[config.mk]
export PLATFORM = sky130hd
export DESIGN_NAME = memory_port_arbiter
export DESIGN_NICKNAME = d
export VERILOG_FILES = /design/src/rtl/memory_port_arbiter.sv
export SDC_FILE = /design/constraint.sdc
export NUM_CORES = 1
export LEC_CHECK = 0
export ABC_CLOCK_PERIOD_IN_PS = 3300
export CAP_MARGIN = 10
export CORE_AREA = 4 4 179 181
export DETAILED_ROUTE_END_ITERATION = 16
export DIE_AREA = 0 0 183 185
export GPL_TIMING_DRIVEN = 0
export MAX_ROUTING_LAYER = met4
export PLACE_DENSITY = 0.39
export SYNTH_ARGS = -nofsm -noshare
export SYNTH_HDL_FRONTEND = slang
export SYNTH_SLANG_ARGS = --single-unit
[constraint.sdc]
create_clock -name clk -period 3.3 [get_ports clk]
set_input_delay 0.99 -clock clk [delete_from_list [all_inputs] [get_ports clk]]
set_output_delay 0.99 -clock clk [all_outputs]
set_load 0.02 [all_outputs]
[src/rtl/memory_port_arbiter.sv]
`default_nettype none
// ============================================================================
// Module   : memory_port_arbiter
// Purpose  : Round-robin sharing of one memory port among NUM_PORTS masters,
//            one transaction outstanding, with a response timeout per grant.
// Revision : 1.0 - initial release
// ============================================================================
module memory_port_arbiter #(
  parameter int NUM_PORTS      = 2,
  parameter int ADDR_WIDTH     = 32,
  parameter int DATA_WIDTH     = 32,
  parameter int TIMEOUT_CYCLES = 1024,
  localparam int GW = (NUM_PORTS > 1) ? $clog2(NUM_PORTS) : 1
) (
  input  logic                             clk,
  input  logic                             reset,
  input  logic [NUM_PORTS-1:0]             client_memory_enable,
  input  logic [NUM_PORTS-1:0]             client_memory_command,
  input  logic [NUM_PORTS*ADDR_WIDTH-1:0]  client_read_memory_address,
  input  logic [NUM_PORTS*ADDR_WIDTH-1:0]  client_write_memory_address,
  input  logic [NUM_PORTS*DATA_WIDTH-1:0]  client_write_memory_data,
  input  logic [NUM_PORTS*DATA_WIDTH-1:0]  client_write_memory_mask,
  output logic [NUM_PORTS-1:0]             client_memory_ready,
  output logic [NUM_PORTS-1:0]             client_memory_valid,
  output logic [DATA_WIDTH-1:0]            client_read_memory_data,
  output logic [NUM_PORTS-1:0]             client_memory_error,
  input  logic                             memory_ready,
  input  logic                             memory_valid,
  input  logic [DATA_WIDTH-1:0]            read_memory_data,
  output logic [ADDR_WIDTH-1:0]            read_memory_address,
  output logic [ADDR_WIDTH-1:0]            write_memory_address,
  output logic [DATA_WIDTH-1:0]            write_memory_data,
  output logic [DATA_WIDTH-1:0]            write_memory_mask,
  output logic                             memory_command,
  output logic                             memory_enable,
  output logic [GW-1:0]                    debug_grant
);

  localparam int CW = (TIMEOUT_CYCLES > 0) ? $clog2(TIMEOUT_CYCLES + 1) : 1;

  localparam logic [1:0] S_IDLE  = 2'd0;
  localparam logic [1:0] S_ISSUE = 2'd1;
  localparam logic [1:0] S_WAIT  = 2'd2;

  logic [1:0]           r_state;
  logic [GW-1:0]        r_grant;
  logic [GW-1:0]        r_last_grant;
  logic [CW-1:0]        r_count;

  logic [GW-1:0]        w_winner;
  int                   w_best;
  logic                 w_any_req;
  logic                 w_grant_req;
  logic                 w_accept;
  logic                 w_response;
  logic                 w_timeout;
  logic [NUM_PORTS-1:0] w_grant_oh;

  assign w_any_req = |client_memory_enable;

  // Rank each requester by its distance after last_grant; the nearest wins.
  always_comb begin
    w_winner = '0;
    w_best   = NUM_PORTS;
    for (int i = 0; i < NUM_PORTS; i++) begin
      if (client_memory_enable[i] &&
          (((i + NUM_PORTS - 1 - int'(r_last_grant)) % NUM_PORTS) < w_best)) begin
        w_best   = (i + NUM_PORTS - 1 - int'(r_last_grant)) % NUM_PORTS;
        w_winner = GW'(i);
      end
    end
  end

  always_comb begin
    w_grant_oh           = '0;
    w_grant_req          = 1'b0;
    read_memory_address  = '0;
    write_memory_address = '0;
    write_memory_data    = '0;
    write_memory_mask    = '0;
    memory_command       = 1'b0;
    for (int i = 0; i < NUM_PORTS; i++) begin
      if (r_grant == GW'(i)) begin
        w_grant_oh[i]        = 1'b1;
        w_grant_req          = client_memory_enable[i];
        read_memory_address  = client_read_memory_address[i*ADDR_WIDTH +: ADDR_WIDTH];
        write_memory_address = client_write_memory_address[i*ADDR_WIDTH +: ADDR_WIDTH];
        write_memory_data    = client_write_memory_data[i*DATA_WIDTH +: DATA_WIDTH];
        write_memory_mask    = client_write_memory_mask[i*DATA_WIDTH +: DATA_WIDTH];
        memory_command       = client_memory_command[i];
      end
    end
  end

  // Pulses are suppressed while reset is high so an abandoned transfer never reports.
  assign memory_enable = !reset && (r_state == S_ISSUE) && w_grant_req;
  assign w_accept      = memory_enable && memory_ready;
  assign w_response    = !reset && (r_state == S_WAIT) && memory_valid;
  assign w_timeout     = !reset && (r_state == S_WAIT) && !memory_valid &&
                         (TIMEOUT_CYCLES != 0) && (r_count == CW'(TIMEOUT_CYCLES - 1));

  assign client_memory_ready     = w_accept   ? w_grant_oh : '0;
  assign client_memory_valid     = w_response ? w_grant_oh : '0;
  assign client_memory_error     = w_timeout  ? w_grant_oh : '0;
  assign client_read_memory_data = read_memory_data;
  assign debug_grant             = r_grant;

  always_ff @(posedge clk) begin
    if (reset) begin
      r_state      <= S_IDLE;
      r_grant      <= '0;
      r_last_grant <= GW'(NUM_PORTS - 1);
      r_count      <= '0;
    end else begin
      case (r_state)
        S_IDLE: begin
          if (w_any_req) begin
            r_state      <= S_ISSUE;
            r_grant      <= w_winner;
            r_last_grant <= w_winner;
          end
        end
        S_ISSUE: begin
          if (!w_grant_req) begin
            r_state <= S_IDLE;
          end else if (w_accept) begin
            r_state <= S_WAIT;
            r_count <= '0;
          end
        end
        S_WAIT: begin
          if (w_response || w_timeout) begin
            r_state <= S_IDLE;
          end else begin
            r_count <= r_count + CW'(1);
          end
        end
        default: r_state <= S_IDLE;
      endcase
    end
  end

endmodule
`default_nettype wire

==> out/summary.txt <==
run status -> finished, violations left
failing checks -> negative setup slack
pwr dens -> 220 mW/mm2
crit path kind -> input port to output pin
TritonCTS clock tree -> yes
Die W -> 183 um
Slew HR -> 62.7%
worst path cell trace -> buf_8 > or4b_4 > or4_4 > nor2_4 > buf_6
Tightest Pin Transition -> 559 ps
grt ovf -> 0
unique cell type count in the Yosys netlist -> 38
Num CTS Buffers -> 3
initial DRC count -> 95
# DRC -> 0
Cells after DPL -> 1110
core footprint -> 0.0304 mm2
IO buf count -> 432
max_cap viols -> 0
Synth area leaders -> mux2_2 56%, dfxtp_1 12%, buf_4 9.3%, clkbuf_1 2.5%, nand2_1 1.7%
initial antenna violation count -> 1
HP Class -> flop to flop
Clock Pin Slew Worst Setup and Hold Paths -> 50 ps
count of final max-slew check failures -> 0
H-tree depth -> 1
clk root buf -> clkbuf_16
Data required, critical path -> 2310 ps
async set or reset register ratio after synthesis -> 0%
number of flops mapped to enable cells by yosys -> 0
crit-path max cell delay -> 610 ps
first-pass GRT wire length -> 30.5 mm
pin count of the biggest net entering global routing -> 11
post-synth top area cell -> mux2_2
CTS sink cnt -> 15
most frequent cells in the layout -> 394 x clkdlybuf4s50_1, 129 x mux2_2, 35 x buf_4
Synth Flop Type -> dfxtp_1
vias in the first global route -> 4027
Worst path slowest cell -> or4_4
worst-path maximum fanout -> 3
worst r2r src -> r_state[1]
Synth top area share -> 56.5%
syn_area_per_cell -> 9.19 um2
wire length per cell -> 21.3 um
row count -> 64
Fillers -> 3319
Peak VDD IR -> 0.000146 V
Non-Filler Instances -> 1117
CTS Buffer Depth -> 2
Ys Warns -> 0
Net count, final -> 1018
Seq/Total Area, Yosys -> 11.6%
FF/Latch Area -> 304 um2
most common cell after layout, fill and taps aside -> clkdlybuf4s50_1
Fmax -> 291 MHz
Yosys reg bits -> 15
GRT Total Usage -> 12.9%
multi-input combinational cell area -> 0.00200 mm2
die area -> 0.0339 mm2
Final setup viols -> 2
post-layout min period -> 3440 ps
Cells after Synth -> 282
Worst Skew -> 1.81 ps
setup ws final -> -138 ps
Pre-antenna DRT Iters -> 4
Final ANT Viol Nets -> 0
clk_lat worst skew -> 250 ps
final hold slack -> 428 ps
RD Place Congestion -> 0.750
area grow syn2layout -> 192%
Detailed Place HPWL -> 21.9 mm
routed wire length -> 23.8 mm
post-DR vias/cell -> 3.41
final setup TNS -> -269 ps
Synth Cell Area -> 0.00259 mm2
Chip Height -> 185 um
Final Cycle Share -> 104%
Hold Crit Start -> r_count[10]
crit start category -> input port
crit path launch -> reset
Final Hold Fails -> 0
Critical Path Sink Type -> output pin
ratio of cells with drive above 1 in the final layout -> 26.7%
Boundary Pins -> 465
via count -> 3807
Worst EP arrival -> 2450 ps
RSZ-0062 raised after global routing -> true
Syn Nets -> 579
initial core utilization -> 8.52%
leak pwr -> 2.84 nW
metrics by stage:
step / setup slack, ps / power [W] / util, % / area [um2]
floorplan: -59.5 / 0.000696 / - / 2590
global placement: -1130 / 0.00146 / 24.4 / 7410
detailed placement: -1130 / 0.00146 / 24.4 / 7410
CTS: -155 / 0.00170 / 24.8 / 7540
global route: -165 / 0.00175 / 24.9 / 7570
finish: -138 / 0.00167 / 24.9 / 7570
synth_stat cells (all sizes together), types with 2 or more instances:
cell / n
a211o: 3
a21oi: 7
and2b: 2
and3: 3
buf: 32
clkbuf: 17
dfxtp: 15
inv: 4
mux2: 130
nand2: 12
nand2b: 4
nand3: 2
nand4: 4
nor2: 10
nor3: 4
nor4: 4
o21ai: 4
o31ai: 2
or3: 3
or4: 3
per-layer routing:
metal	GRT usage [%]	up-vias	routed length [um]
met4	0.447	0	124
met3	2.47	4	1320
met2	24.7	182	13300
met5	-	-	0
met1	14.8	1732	9060
li1	-	1889	-
power by group:
part | switching [W] | internal (W)
logic | 0.000517 | 0.000714
registers | 0.00000874 | 0.000186
clock network | 0.0000790 | 0.000164
total | 0.000605 | 0.00106
worst max-delay path, delay by kind of cell:
kind / cells / cell delay (ps)
AND/OR/NAND/NOR: 3 / 1230
buffers and inverters: 2 / 220
final timing paths:
kind	end	slack, ps	cells past startpoint
max	client_memory_error[1]	-140	5
max reg2reg	r_count[6]	1210	5
min reg2reg	r_count[10]	430	2
min	r_count[10]	430	2
layout make-up:
cell class              count  share of cell area [%]
diodes                      1                  0.0331
plain buffers              48                    4.50
clock buffers               4                    1.04
inverters                   4                   0.198
multi-input cells         214                    26.4
flip-flops and latches     15                    4.02
well taps                 396                    6.54
repair buffers            435                    57.3
flip-flops by register name, indices dropped and copies added (netlist names):
register      count
debug_grant       1
r_count          11
r_last_grant      1
r_state           2
repair_timing:
| item | CTS | global route |
|---|---|---|
| pin swaps | 3 | 3 |
| buffers inserted | 2 | 1 |
| gates resized for setup | 84 | 7 |
| endpoints found under the setup margin | 136 | 10 |
| hold buffers | 0 | 0 |
kinds of logic after synthesis:
| logic type | after synthesis | synth area share (%) |
|---|---|---|
| multiplexers | 131 | 56.9 |
| AND/OR/NAND/NOR | 59 | 12.7 |
| buffers and inverters | 53 | 12.3 |
| AO/OA/AOI/OAI | 22 | 5.65 |
| flip-flops | 15 | 11.6 |
| XOR/XNOR | 1 | 0.338 |
| adder cells (fa/ha/maj) | 1 | 0.483 |
Power figures use the tool's default switching activity.
